**config.mk**
```make
export PLATFORM = sky130hd
export DESIGN_NAME = ahb_lite_reg_slave
export DESIGN_NICKNAME = d
export VERILOG_FILES = /design/src/rtl/ahb_lite_reg_slave.sv
export SDC_FILE = /design/constraint.sdc
export NUM_CORES = 1
export LEC_CHECK = 0
export ABC_AREA = 1
export CAP_MARGIN = 20
export CORE_UTILIZATION = 48
export DETAILED_ROUTE_END_ITERATION = 12
export GPL_ROUTABILITY_DRIVEN = 0
export PLACE_DENSITY = 0.77
export SLEW_MARGIN = 20
export SYNTH_ARGS = -nofsm -noshare
export SYNTH_HDL_FRONTEND = slang
export SYNTH_SLANG_ARGS = --single-unit
```
**constraint.sdc**
```tcl
create_clock -name HCLK -period 3.74 [get_ports HCLK]
set_clock_uncertainty 0.2 [all_clocks]
set_input_delay 0.748 -clock HCLK [delete_from_list [all_inputs] [get_ports HCLK]]
set_output_delay 0.748 -clock HCLK [all_outputs]
set_load 0.03 [all_outputs]
```
**src/rtl/ahb_lite_reg_slave.sv**
```systemverilog
// AHB-Lite register bank: IRQ enable/W1C status, general RW registers, byte-lane writes, 2-cycle ERROR.
// Optional wait states per OKAY transfer are enabled by defining AHB_WAIT_EN.
module ahb_lite_reg_slave #(
  parameter int ADDR_W      = 32,
  parameter int DATA_W      = 32,
  parameter int NUM_REGS    = 8,
  parameter int IRQ_W       = 8,
  parameter int WAIT_CYCLES = 0
) (
  input  logic                         HCLK,
  input  logic                         HRESETn,
  input  logic                         HSEL,
  input  logic [ADDR_W-1:0]            HADDR,
  input  logic [1:0]                   HTRANS,
  input  logic                         HWRITE,
  input  logic [2:0]                   HSIZE,
  input  logic [DATA_W-1:0]            HWDATA,
  input  logic                         HREADY,
  output logic                         HREADYOUT,
  output logic                         HRESP,
  output logic [DATA_W-1:0]            HRDATA,
  input  logic [IRQ_W-1:0]             irq_src,
  output logic [NUM_REGS*DATA_W-1:0]   reg_q,
  output logic                         interrupt
);

  localparam int BL    = DATA_W / 8;
  localparam int AL    = $clog2(BL);
  localparam int IDX_W = ADDR_W - AL;
  localparam int IW    = $clog2(NUM_REGS);
`ifdef AHB_WAIT_EN
  localparam bit WAIT_EN = 1'b1;
`else
  localparam bit WAIT_EN = 1'b0;
`endif
  localparam logic [3:0]        WAITS    = WAIT_EN ? 4'(WAIT_CYCLES) : 4'd0;
  localparam logic [DATA_W-1:0] IRQ_MASK = {DATA_W{1'b1}} >> (DATA_W - IRQ_W);

  typedef enum logic [1:0] {IDLE = 2'd0, DATA = 2'd1, ERR1 = 2'd2, ERR2 = 2'd3} state_e;

  state_e            state_q, state_d;
  logic [3:0]        cnt_q, cnt_d;
  logic [IW-1:0]     idx_q, idx_d;
  logic              write_q, write_d;
  logic [BL-1:0]     lanes_q, lanes_d;
  logic [DATA_W-1:0] regs_q [NUM_REGS];
  logic [DATA_W-1:0] regs_d [NUM_REGS];
  logic              hready_q, hready_d;
  logic              hresp_q, hresp_d;
  logic              irq_q, irq_d;
  logic [DATA_W-1:0] hrdata_q, hrdata_d;
  logic [DATA_W-1:0] wmask_s, clr_s;
  logic              accept_s, illegal_s, done_s, commit_s, start_s;
  logic              unused_s;

  function automatic logic [BL-1:0] lane_en(input logic [AL-1:0] off, input logic [2:0] size);
    logic [BL-1:0] en;
    int            span;
    span = 1 << size;
    for (int b = 0; b < BL; b++) begin
      en[b] = (b >= int'(off)) && (b < int'(off) + span);
    end
    return en;
  endfunction

  function automatic logic [DATA_W-1:0] lane_mask(input logic [BL-1:0] en);
    logic [DATA_W-1:0] m;
    for (int b = 0; b < BL; b++) begin
      m[8*b +: 8] = {8{en[b]}};
    end
    return m;
  endfunction

  assign unused_s  = HTRANS[0];
  assign accept_s  = HSEL && HREADY && HTRANS[1];
  assign illegal_s = (HADDR[ADDR_W-1:AL] >= IDX_W'(NUM_REGS)) || (HSIZE > 3'(AL)) ||
                     (|(HADDR[AL-1:0] & ((AL'(1) << HSIZE) - AL'(1))));
  assign done_s    = (state_q == DATA) && (cnt_q == 4'd0);
  assign commit_s  = done_s && write_q;
  // A new address phase is taken when idle, in the error tail, or on the completing data beat.
  assign start_s   = accept_s && ((state_q == IDLE) || (state_q == ERR2) || done_s);

  // Next-state and address-phase capture.
  always_comb begin
    state_d = state_q;
    cnt_d   = cnt_q;
    idx_d   = idx_q;
    write_d = write_q;
    lanes_d = lanes_q;
    if (start_s && illegal_s) begin
      state_d = ERR1;
      cnt_d   = 4'd0;
      write_d = 1'b0;
    end else if (start_s) begin
      state_d = DATA;
      cnt_d   = WAITS;
      idx_d   = HADDR[AL +: IW];
      write_d = HWRITE;
      lanes_d = lane_en(HADDR[AL-1:0], HSIZE);
    end else begin
      case (state_q)
        DATA: begin
          if (cnt_q != 4'd0) begin
            cnt_d = cnt_q - 4'd1;
          end else begin
            state_d = IDLE;
          end
        end
        ERR1:    state_d = ERR2;
        IDLE:    state_d = IDLE;
        ERR2:    state_d = IDLE;
        default: state_d = IDLE;
      endcase
    end
  end

  // Register-bank update, W1C status with set priority, and forwarded read data.
  always_comb begin
    wmask_s = commit_s ? lane_mask(lanes_q) : {DATA_W{1'b0}};
    clr_s   = (idx_q == IW'(1)) ? (HWDATA & wmask_s) : {DATA_W{1'b0}};
    if (idx_q == IW'(0)) begin
      regs_d[0] = ((regs_q[0] & ~wmask_s) | (HWDATA & wmask_s)) & IRQ_MASK;
    end else begin
      regs_d[0] = regs_q[0];
    end
    regs_d[1] = ((regs_q[1] & ~clr_s) | DATA_W'(irq_src)) & IRQ_MASK;
    for (int i = 2; i < NUM_REGS; i++) begin
      if (idx_q == IW'(i)) begin
        regs_d[i] = (regs_q[i] & ~wmask_s) | (HWDATA & wmask_s);
      end else begin
        regs_d[i] = regs_q[i];
      end
    end
    irq_d    = |(regs_q[0] & regs_q[1]);
    hrdata_d = {DATA_W{1'b0}};
    for (int i = 0; i < NUM_REGS; i++) begin
      hrdata_d = ((state_d == DATA) && (cnt_d == 4'd0) && !write_d && (idx_d == IW'(i))) ?
                 regs_d[i] : hrdata_d;
    end
    hready_d = !(((state_d == DATA) && (cnt_d != 4'd0)) || (state_d == ERR1));
    hresp_d  = (state_d == ERR1) || (state_d == ERR2);
  end

  // State, bank and output registers.
  always_ff @(posedge HCLK or negedge HRESETn) begin
    if (!HRESETn) begin
      state_q  <= IDLE;
      cnt_q    <= 4'd0;
      idx_q    <= {IW{1'b0}};
      write_q  <= 1'b0;
      lanes_q  <= {BL{1'b0}};
      hready_q <= 1'b1;
      hresp_q  <= 1'b0;
      hrdata_q <= {DATA_W{1'b0}};
      irq_q    <= 1'b0;
      for (int i = 0; i < NUM_REGS; i++) begin
        regs_q[i] <= {DATA_W{1'b0}};
      end
    end else begin
      state_q  <= state_d;
      cnt_q    <= cnt_d;
      idx_q    <= idx_d;
      write_q  <= write_d;
      lanes_q  <= lanes_d;
      hready_q <= hready_d;
      hresp_q  <= hresp_d;
      hrdata_q <= hrdata_d;
      irq_q    <= irq_d;
      for (int i = 0; i < NUM_REGS; i++) begin
        regs_q[i] <= regs_d[i];
      end
    end
  end

  for (genvar g = 0; g < NUM_REGS; g++) begin : g_flat
    assign reg_q[g*DATA_W +: DATA_W] = regs_q[g];
  end

  assign HREADYOUT = hready_q;
  assign HRESP     = hresp_q;
  assign HRDATA    = hrdata_q;
  assign interrupt = irq_q;

endmodule

```
==> summary.log <==
qor: yosys.post_synth_main_area_contributors sky130_fd_sc_hd__dfrtp_1 54%, sky130_fd_sc_hd__o21ai_0 15%, sky130_fd_sc_hd__nand2_1 9.9%, sky130_fd_sc_hd__nor2_1 4.0%, sky130_fd_sc_hd__inv_1 3.6%
qor: clock_network.maximum_clock_insertion_buffer_count 3
qor: detailed_routing.drt_first_iter_violations 1,344
qor: finish.layout.filler_cells 2,106
qor: outcome.run_status complete, but fails checks
qor: detailed_routing.final_ant_viol_nets 0
qor: outcome.violated_checks design-rule violations
qor: power.seq_power_share 45.7%
qor: detailed_routing.routed_wirelength_normalized_by_instance_count 19.5 microns
qor: yosys.syn-mean-instance-area 8.32 sq um
qor: grt.grtUsageTotal 31.8%
qor: clock_network.inserted_clock_buffers 29
qor: floorplanning.die_y 166 microns
qor: detailed_routing.drtPass1Iterations 10
qor: critical_path.crit_chain inv_1 -> ha_1 -> nand4_2 -> nor2_1 -> inv_2 -> nor2_2 -> inv_1 -> o21ai_0 -> o21ai_0 -> nand2_1 -> nand4_1 -> o21ai_1 -> nand4_1
qor: power.p_switching 1.84 mW
qor: clock_network.clkLatencyLatePin 0.54 ns
qor: critical_path.timing.critical_path.required 3.92 ns
qor: grt.grt_max_degree 95
qor: power.internal_power 5.05 mW
qor: finish.fin_nets 1,989
qor: clock_network.cts_root_buffer sky130_fd_sc_hd__clkbuf_16
qor: detailed_routing.highest-signal-layer met4
qor: placement.place.detailed.instances 2,204
qor: sta.max_clock_freq 0.302 GHz
qor: placement.dpl-instance-area 17,000 sq um
qor: power.p_sw_share 26.7%
qor: critical_path.crit_path_end_kind flip-flop
qor: yosys.yosys_warnings 0
qor: power.power.density_cell_area 385 nW/um^2
qor: sta.min_period_over_period 88.5%
qor: sta.period_needed 3.31 ns
qor: power.share_clk_of_total_power 41.2%
qor: detailed_routing.met3RoutedLength 3540 microns
qor: floorplanning.core_area 26,200 sq um
qor: yosys.netlist_area 12,900 sq um
qor: floorplanning.die_x 166 microns
qor: critical_path.crit_path_category reg2reg
qor: grt.antenna_found_initial 0
qor: floorplanning.num_io_pins 373
qor: yosys.library_cell_with_the_largest_summed_area_after_synthesis sky130_fd_sc_hd__dfrtp_1
qor: critical_path.worst_path_largest_cell_delay 0.47 ns
qor: yosys.synthCells 1,554
qor: clock_network.postCtsResizedCells 0
qor: detailed_routing.wl_met1 17,400 microns
qor: yosys.synth_ff_type sky130_fd_sc_hd__dfrtp_1
qor: placement.detailed_place_hpwl 31,800 microns
qor: power.combinationalPowerShare 13.1%
qor: power.power.static_leakage 7.49 nW
qor: placement.port_buffers 347
qor: clock_network.cts.reportedPaths.clkPinSlew 0.06 ns
qor: floorplanning.placement_rows 59
qor: sta.finalHoldViolCount 0
qor: yosys.yosysSeqAreaShare 54.4%
qor: yosys.synth_top_area_share 54.2%
qor: floorplanning.initial_core_util 49.3%
qor: finish.fin_area 17,900 sq um
qor: clock_network.clock_sinks 281
qor: worst_hold_path.hp-class in2async
qor: clock_network.postCtsHoldBufs 0
qor: critical_path.critical_path.max_fanout 34
qor: detailed_routing.vias_per_cell 5.60
qor: critical_path.worstSetupStartpointType flip-flop
qor: finish.diodes 0
qor: finish.fin_util 68.3%
qor: critical_path.critPathSlowestCell sky130_fd_sc_hd__inv_1
qor: clock_network.cts_htree_levels 1
qor: grt.first_global_vias 12,500
qor: sta.slew_headroom 30.5%
qor: detailed_routing.finalWirelength 44,100 microns
qor: run.maxCapViolations 0
qor: sta.slew_viol_final 0
qor: detailed_routing.detailed_route_wirelength_on_metal2 21,000 microns
qor: critical_path.worstPathArrival 3.49 ns
qor: detailed_routing.via_count 12,600
qor: yosys.number_of_synthesized_flops_with_an_enable_pin 0
qor: sta.grt_setup_unrepaired false
qor: clock_network.cts_setup_buffers 0
qor: finish.synthToLayoutAreaGrowth 38.5%
qor: finish.fin_cells 2,256
qor: sta.finalSetupTns 0 ns
qor: sta.finalSetupViolCount 0
qor: grt.grt_ovf 0
qor: clock_network.clock_tree_from_tritoncts done
qor: power.power.ir.vdd_worst 256 uV
qor: finish.drive_above_1_share 7.29%
qor: yosys.postSynth.asyncResetShare 100%
qor: grt.first_pass_grt_wire_length 69,000 microns
qor: detailed_routing.drcViolationCount 25
qor: floorplanning.floorplan.die_area 27,600 sq um
qor: yosys.yosys_register_bits 281
qor: finish.final-seq-area 7030 sq um
qor: finish.multi_input_comb_area 5000 sq um
qor: sta.actual_transition_at_the_worst_max_transition_pin 1.04 ns
qor: yosys.netlist-cell-type-count 39
-- logic make-up after synthesis --
family / after synthesis / share of synthesized area (%)
compound gates: 438 / 17.6
xor+xnor: 1 / 0.0678
fa+ha+maj: 7 / 0.736
buf+inv: 236 / 7.80
flops: 281 / 54.4
other cells: 1 / 0.0290
simple gates: 590 / 19.4
-- cell type report --
cell class              instances  share of cell area (%)
flip-flops and latches        281                    39.3
multi-input cells            1060                    27.9
well taps                     335                    2.34
clock buffers                  40                    4.68
clock inverters                12                   0.573
repair buffers                397                    22.4
inverters                     131                    2.75
-- critical path, delay by kind of cell (launching register included) --
kind / cells / cell delay, ns
AND/OR/NAND/NOR: 6 / 0.98
AO/OA/AOI/OAI: 3 / 0.69
buffers and inverters: 3 / 0.62
adder cells (fa/ha/maj): 1 / 0.27
flip-flops: 1 / 0.38
-- placed cells by master (no fill, tap or decap), types with 7 or more instances in the layout --
| master | instances |
|---|---|
| sky130_fd_sc_hd__o21ai_0 | 375 |
| sky130_fd_sc_hd__clkdlybuf4s50_1 | 346 |
| sky130_fd_sc_hd__nand2_1 | 339 |
| sky130_fd_sc_hd__dfrtp_1 | 280 |
| sky130_fd_sc_hd__nor2_1 | 138 |
| sky130_fd_sc_hd__inv_1 | 123 |
| sky130_fd_sc_hd__nand3_1 | 50 |
| sky130_fd_sc_hd__buf_4 | 37 |
| sky130_fd_sc_hd__clkbuf_16 | 29 |
| sky130_fd_sc_hd__a21oi_1 | 24 |
| sky130_fd_sc_hd__conb_1 | 24 |
| sky130_fd_sc_hd__nand4_1 | 23 |
| sky130_fd_sc_hd__buf_12 | 13 |
| sky130_fd_sc_hd__o22ai_1 | 12 |
| sky130_fd_sc_hd__o211ai_1 | 8 |
| sky130_fd_sc_hd__inv_2 | 7 |
| sky130_fd_sc_hd__nor2_2 | 7 |
| sky130_fd_sc_hd__o21ai_1 | 7 |
| sky130_fd_sc_hd__clkbuf_8 | 7 |
-- synth_stat cells (2+ instances only) --
cell type and count:
sky130_fd_sc_hd__a21oi_1 24, sky130_fd_sc_hd__a31oi_1 4, sky130_fd_sc_hd__buf_2 11, sky130_fd_sc_hd__buf_4 29
sky130_fd_sc_hd__clkbuf_1 65, sky130_fd_sc_hd__dfrtp_1 280, sky130_fd_sc_hd__ha_1 6, sky130_fd_sc_hd__inv_1 123
sky130_fd_sc_hd__inv_2 7, sky130_fd_sc_hd__nand2_1 340, sky130_fd_sc_hd__nand2_2 5, sky130_fd_sc_hd__nand3_1 55
sky130_fd_sc_hd__nand3b_1 2, sky130_fd_sc_hd__nand4_1 23, sky130_fd_sc_hd__nand4_2 2, sky130_fd_sc_hd__nor2_1 138
sky130_fd_sc_hd__nor2_2 8, sky130_fd_sc_hd__nor2_4 3, sky130_fd_sc_hd__nor4_4 2, sky130_fd_sc_hd__o211ai_1 8
sky130_fd_sc_hd__o21ai_0 375, sky130_fd_sc_hd__o21ai_1 7, sky130_fd_sc_hd__o21bai_1 3, sky130_fd_sc_hd__o22ai_1 12
sky130_fd_sc_hd__or2_0 6, sky130_fd_sc_hd__or2_2 3
-- worst paths after layout --
check | end | cells past startpoint | slack (ns) | from
setup / recovery | HRDATA[10] | 13 | 0.43 | state_q[1]
hold reg to reg | lanes_q[2] | 2 | 0.28 | lanes_q[2]
max in group asynchronous | reg_q[121] | 2 | 2.50 | HRESETn
min in group HCLK | lanes_q[2] | 2 | 0.28 | lanes_q[2]
hold / removal | lanes_q[0] | 1 | 0.04 | HRESETn
setup reg to reg | HRDATA[10] | 13 | 0.43 | state_q[1]
-- through the flow --
| step | power [mW] | setup WS (ns) | hold WS (ns) |
|---|---|---|---|
| 6_report | 6.89 | 0.430 | 0.0369 |
| 5_1_grt | 7.14 | 0.266 | 0.0906 |
| 4_1_cts | 6.92 | 0.483 | 0.0671 |
| 3_5_place_dp | 4.11 | 0.0787 | 0.275 |
| 3_3_place_gp | 4.08 | 0.0893 | 0.278 |
| 2_1_floorplan | 3.73 | 0.894 | 0.247 |
-- state kept, by name, indices dropped and copies added (netlist names) --
name       flops
reg_q        232
HRDATA        32
cnt_q          4
lanes_q        4
idx_q          3
state_q        2
HREADYOUT      1
HRESP          1
interrupt      1
write_q        1
-- power by group through the flow --
stage / sequential (mW) / combinational, mW / clock, mW
after floorplan: 3.27 / 0.460 / 0
after global placement: 3.20 / 0.877 / 0
after detailed placement: 3.21 / 0.900 / 0
after CTS: 3.15 / 0.904 / 2.86
after global routing: 3.16 / 0.997 / 2.99
final: 3.15 / 0.902 / 2.84
-- routing by layer --
layer | up-vias | track usage [%]
li1 | 5757 | -
met1 | 6016 | 40.8
met2 | 750 | 53.3
met3 | 120 | 4.41
met4 | 0 | 15.6
met5 | - | 0
(Power assumes the default switching activity.)
